### config.mk
export PLATFORM = sky130hd
export DESIGN_NAME = cc_ben_unit
export DESIGN_NICKNAME = d
export VERILOG_FILES = /design/src/rtl/cc_ben_unit.sv
export SDC_FILE = /design/constraint.sdc
export NUM_CORES = 1
export LEC_CHECK = 0
export CAP_MARGIN = 25
export CORE_UTILIZATION = 42
export DETAILED_ROUTE_END_ITERATION = 8
export PLACE_DENSITY = 0.79
export SYNTH_ARGS = -nofsm -noshare
export SYNTH_HDL_FRONTEND = slang
export SYNTH_SLANG_ARGS = --single-unit
### constraint.sdc
create_clock -name clk -period 4.9 [get_ports clk]
set_clock_uncertainty 0.05 [all_clocks]
set_input_delay 0.49 -clock clk [delete_from_list [all_inputs] [get_ports clk]]
set_output_delay 0.49 -clock clk [all_outputs]
set_load 0.005 [all_outputs]
### src/rtl/cc_ben_unit.sv
// rtl/cc_ben_unit.sv - SLC-3 condition-code / branch-enable unit with NZP save stack
module cc_ben_unit #(
    parameter int DATA_WIDTH  = 16,
    parameter int STACK_DEPTH = 4,
    parameter int GATE_OPCODE = 1
) (
    input  logic                             clk,
    input  logic                             reset,
    input  logic [DATA_WIDTH-1:0]            bus,
    input  logic [15:0]                      ir,
    input  logic                             ld_cc,
    input  logic                             ld_ben,
    input  logic                             cc_push,
    input  logic                             cc_pop,
    input  logic                             err_clr,
    output logic [2:0]                       nzp,
    output logic                             ben,
    output logic [$clog2(STACK_DEPTH+1)-1:0] depth,
    output logic                             stack_full,
    output logic                             stack_empty,
    output logic                             stack_err
);
    localparam int DEPTH_W = $clog2(STACK_DEPTH + 1);
    localparam int IDX_W   = (STACK_DEPTH > 1) ? $clog2(STACK_DEPTH) : 1;

    logic [2:0]         stack [STACK_DEPTH];
    logic [2:0]         cls;
    logic               push_ok;
    logic               pop_ok;
    logic               err_evt;
    logic               gate_ok;
    logic               ben_next;
    logic [DEPTH_W-1:0] top;
    logic [IDX_W-1:0]   wr_idx;
    logic [IDX_W-1:0]   rd_idx;
    logic               unused_ir;

    assign stack_full  = (depth == DEPTH_W'(STACK_DEPTH));
    assign stack_empty = (depth == '0);
    assign unused_ir   = ^ir[8:0];

    always_comb begin
        cls = 3'b001;
        if (bus[DATA_WIDTH-1]) begin
            cls = 3'b100;
        end else if (bus == '0) begin
            cls = 3'b010;
        end
    end

    // A simultaneous push and pop is treated as a control error: neither takes effect.
    assign push_ok = cc_push && !cc_pop && !stack_full;
    assign pop_ok  = cc_pop && !cc_push && !stack_empty;
    assign err_evt = (cc_push && cc_pop) || (cc_push && stack_full) || (cc_pop && stack_empty);

    assign top    = depth - DEPTH_W'(1);
    assign wr_idx = depth[IDX_W-1:0];
    assign rd_idx = top[IDX_W-1:0];

    assign gate_ok  = (GATE_OPCODE == 0) || (ir[15:12] == 4'b0000);
    assign ben_next = gate_ok && |(ir[11:9] & nzp);

    always_ff @(posedge clk) begin
        if (reset) begin
            nzp       <= 3'b010;
            ben       <= 1'b0;
            depth     <= '0;
            stack_err <= 1'b0;
        end else begin
            if (pop_ok) begin
                nzp <= stack[rd_idx];
            end else if (ld_cc) begin
                nzp <= cls;
            end
            if (ld_ben) begin
                ben <= ben_next;
            end
            if (push_ok) begin
                depth <= depth + DEPTH_W'(1);
            end else if (pop_ok) begin
                depth <= top;
            end
            if (err_evt) begin
                stack_err <= 1'b1;
            end else if (err_clr) begin
                stack_err <= 1'b0;
            end
        end
    end

    // Stack storage is not reset; entries above depth are never read.
    always_ff @(posedge clk) begin
        if (!reset && push_ok) begin
            stack[wr_idx] <= nzp;
        end
    end
endmodule
Word-level counts from Yosys, hierarchy flattened --
Memories as Yosys holds them, arrays and structs flattened. Index checks and enable logic that the tools add are counted. Widths: inputs -> output; s select.
Storage, ports and cells: RAM bits 12, input bits 39, output and inout bits 10, memories kept 1, logic and storage cells 42, bits in registers 8
Memories:
- stack | depth 4, bits a word 3, read ports 1, clocked after memory_dff 0, wr ports 1, line 26 | logic [2:0] stack [STACK_DEPTH];
Operators by class: equality and inequality tests 1, reduce and logical (&&, ||, !) cells 23, bitwise operators 1, add/sub/neg operators 2, muxes and demuxes 10
Operator list (count):
- $logic_not 16->1 | 1
- $mux 3 | 5
- $logic_and 1x1->1 | 9
- $reduce_bool 2->1 | 3
- $logic_not 1->1 | 5
- $logic_not 4->1 | 1
- $mux 1 | 4
- $add 3x1->3 const B | 1
- $and 3x3->3 | 1
- $eq 3x3->1 const B | 1
- $logic_not 3->1 | 1
- $reduce_or 3->1 | 1
- $sub 3x1->3 const B | 1
- $logic_or 1x1->1 | 2
- $mux 2 | 1

Depth between registers and ports, before layout --
depth in word-level cells 6, mapped depth 7, gate-level depth less buffers 7

Worst setup path before layout --
OpenSTA, ideal clock, no wires.
path kind reg-to-reg, from register depth[0], to register nzp[1], path buffers 0, required time 4.726 ns, clock period less this slack 2.086 ns, cell stages (with the launch flop) 8, setup time 0.124 ns, slack 2.814 ns, data arrival time 1.912 ns, cells stage by stage dfxtp_1 inv_1 ha_1 ha_1 nor3b_4 nor3b_2 nor2b_1 a2111o_1
On the way: cells in the longest elaborated chain, start to end 4, elaborated cells between the ends (all ways) 7, those cells by class add/sub: 1; mux: 1; reduce/logical: 4; memory: 1
Ends and longest elaborated chain:
- start, declared | line 18 | output logic [$clog2(STACK_DEPTH+1)-1:0] depth,
- start signal, assigned | line 79 | depth <= depth + DEPTH_W'(1);
- start signal, assigned | line 81 | depth <= top;
- $logic_not 3->1 (*) | line 39 | assign stack_empty = (depth == '0);
- via stack_empty | line 20 | output logic stack_empty,
- $logic_not 1->1 (*) | line 53 | assign pop_ok = cc_pop && !cc_push && !stack_empty;
- $logic_and 1x1->1 (*) | line 53
- $mux 3 or $reduce_bool 2->1 (tied branches)
- end signal, assigned | line 71 | nzp <= stack[rd_idx];
- end signal, assigned | line 73 | nzp <= cls;
- end, declared | line 16 | output logic [2:0] nzp,
The timed path passes the listed nets; every way through them passes the cells marked *. A chain may end at the register's enable or synchronous reset.

Final worst setup path --
from register depth[0], to output stack_empty
On the way: cells in the longest elaborated chain, start to end 1
Ends and longest elaborated chain (line):
- $logic_not 3->1 | 39
- end, declared | 20
No other way between the ends.

==> results.md <==
* Post-cts resize count at 0
* Number of fill cells at 171
* Post-synthesis simple-gate area fraction at 0.2043
* DRT Wirelength at 2.135 mm
* Largest family of logic cells by synthesized area: simple AND/OR/NAND/NOR gates
* PD cells at 275.3 nW/um2
* Fmax achieved at 0.3945 GHz
* Status: finished clean
* Finished Layout Cells at 151
* Period utilization at 0.5174
* Worst Path Arrival at 2.00 ns
* Core ar. at 2212 um2
* Slew Viols, Final at 0
* Post-synthesis mux area share at 0.08827
* Wirelength per Cell at 14.14 um
* Yosys cell types at 32
* Hold wc startpoint: stack_err
* Post-synthesis register bit count at 20
* Inserted Clock Buffers at 3
* Top cells by area, synth: edfxtp_1 (36%), dfxtp_1 (16%), ha_1 (7.6%), mux4_2 (6.8%), nor2_1 (2.6%)
* Clock transition at path regs at 0.11 ns
* CTS sink count at 20
* Setup TNS at 0 ns
* Die W at 50.61 um
* Critical Path RT at 4.36 ns
* Worst Tran Pin Value at 0.3757 ns
* CP max FO at 7
* DIE HEIGHT at 50.61 um
* CP Launch Type: flip-flop
* Io pins at 49
* Cells after Synth at 81
* RSZ-0062 raised after global routing: false
* Comb power frac at 0.287
* Worst hold path class: flip-flop to flip-flop
* Yosys warns at 0
* Initial antenna violation count at 0
* CP Capture Type: output pin
* Switch Pwr at 106.8 uW
* Die area at 2561 um2
* Compound-Gate Fraction of Synth Area at 0.07566
* Synth cell count leaders: edfxtp_1 (12), dfxtp_1 (8), nor2_1 (7)
* Area occupied by registers at 520.5 um2
* Vias in the first global route at 808
* Sw Share at 0.2695
* Gr usage total at 0.1950
* Synth Area in Adders at 0.07566
* Final setup viols at 0
* Peak supply drop at 0.0001994 V
* Pint at 289.6 uW
* Pre-antenna DRT Iters at 4
* Share of post-route cells with drive strength above 1 at 0.08943
* Slew HR at 0.7493
* Placer's final routability congestion estimate at 0.7770
* Area of the multi-input gates at 449.2 um2
* Largest net degree at the start of global routing at 12
* Synth area leader: edfxtp_1
* Share of power burned in registers at 0.510
* DP Cell Count at 147
* Reg2reg end: nzp[1]
* Total gr overflow at 0
* R2R depth at 7
* Drt initial violations at 19
* Syn_nets at 126
* Root Driver: clkbuf_4
* Cell with the most instances after synthesis: edfxtp_1
* Setup Crit Path Kind: flip-flop to output pin
* H-tree depth reported by CTS at 1
* Tmin final at 2.535 ns
* Reg-to-reg startpoint: depth[0]
* Post-cts hold buffer count at 0
* Post-synthesis sequential area ratio at 0.5246
* P&R area growth vs syn at 45.14%
* Rows at 17
* Reg2reg setup slack at 2.58 ns
* Post-CTS Setup Bufs at 0
* Dpl hpwl at 1.656 mm
* Number of nets in the layout at 169
* Clock tree from TritonCTS: yes
* Drc violations at 0
* Hold path depth at 2
* ANT cells at 0
* Number of port buffers at 39
* Via density at 5.232
* Post-synth top area share at 0.3632
* Endpoints failing hold at 0
* Ys async rst share at 0
* Vias at 790
* Mapped cell area at 992.2 um2
* XOR/XNOR Fraction of Synth Area at 0.008827
* Global-route wire length before repair at 3.567 mm
* Post-route ant nets at 0
* Post-synth EDFFs at 12
* Most used DFF post-synth: edfxtp_1
* Worst-case clock buffer depth at 2
* Post-Syn Area per Cell at 12.25 um2
* # Max-Cap Violations at 0
* Clk Latency, worst-skew pair at 0.30 ns
* Leakage at 0.0005213 uW
* Clock network fraction of total power at 0.202
* WHS Endpoint: stack_err
* Starting density of the core at 0.4485
cell type report:
type / instances / area share
Sequential cell: 20 / 0.3614
Timing Repair Buffer: 39 / 0.2711
Multi-Input combinational cell: 55 / 0.3119
Clock buffer: 3 / 0.01564
Inverter: 5 / 0.01303
Clock inverter: 1 / 0.002606
Tap cell: 28 / 0.02433
critical path, cell delays in order (launching register included):
cell and delay [ns]:
dfxtp_1 0.54, inv_1 0.18, ha_1 0.26, ha_1 0.25, clkdlybuf4s50_1 0.46
cells in the final DEF, fill, tap and decap left out:
master	n
nor3b_1	2
a222oi_1	1
nand3_1	1
inv_1	5
nor3b_4	1
or2b_1	1
and2_1	4
clkdlybuf4s50_1	39
nor3_1	1
and3_2	1
nor2b_1	1
mux4_2	3
clkbuf_4	3
edfxtp_1	12
a2111o_1	1
xnor2_1	1
nand2b_1	1
nor2_1	7
nor4_1	4
a21oi_1	5
a211oi_1	1
dfxtp_1	8
nand4_1	1
and2b_2	1
clkinv_1	1
o22ai_1	1
nand2_1	3
nor3b_2	1
a221oi_1	1
a31oi_1	1
or4_1	1
or3b_2	1
mux2i_1	2
ha_1	6
routing by layer:
layer | GRT usage | part of all wire
met1 | 0.2188 | 0.41
met4 | 0.1111 | 0.022
met3 | 0.05758 | 0.087
met5 | 0 | 0
met2 | 0.3267 | 0.48
state kept, by name, summed over array words and instances, names as in the netlist:
name,count
depth,3
stack,12
nzp,3
stack_err,1
ben,1
how the worst max path moves through the flow:
stage          startpoint          end  slack (ns)
4_1_cts          depth[0]  stack_empty        2.35
3_5_place_dp     depth[0]       nzp[1]        2.59
5_1_grt          depth[0]  stack_empty        2.26
3_3_place_gp     depth[0]       nzp[1]        2.63
2_1_floorplan    depth[0]       nzp[1]        2.81
6_report         depth[0]  stack_empty        2.36
logic make-up after synthesis:
logic type	Yosys count
flops	20
xor+xnor	1
simple gates	32
mux	5
buf+inv	6
compound gates	11
fa+ha+maj	6
metrics by stage:
step                        util  hold slack, ns  cell area (um2)  setup WS, ns  power [uW]
after global routing      0.6510          0.4541             1440         2.264       418.0
final                     0.6510          0.4282             1440         2.365       396.4
after CTS                 0.6510          0.4339             1440         2.348       399.1
after detailed placement  0.6391          0.4163             1414         2.591       319.7
after floorplan                -          0.4116            992.2         2.814       259.4
after global placement    0.6391          0.4083             1414         2.626       316.3
power by group through the flow:
stage	registers [uW]	clock network (uW)	logic [uW]
global placement	206	0	111
floorplan	204	0	55.7
CTS	203	81.8	115
finish	202	80.2	114
detailed placement	206	0	113
global route	204	88.4	125
Power figures use the tool's default switching activity.
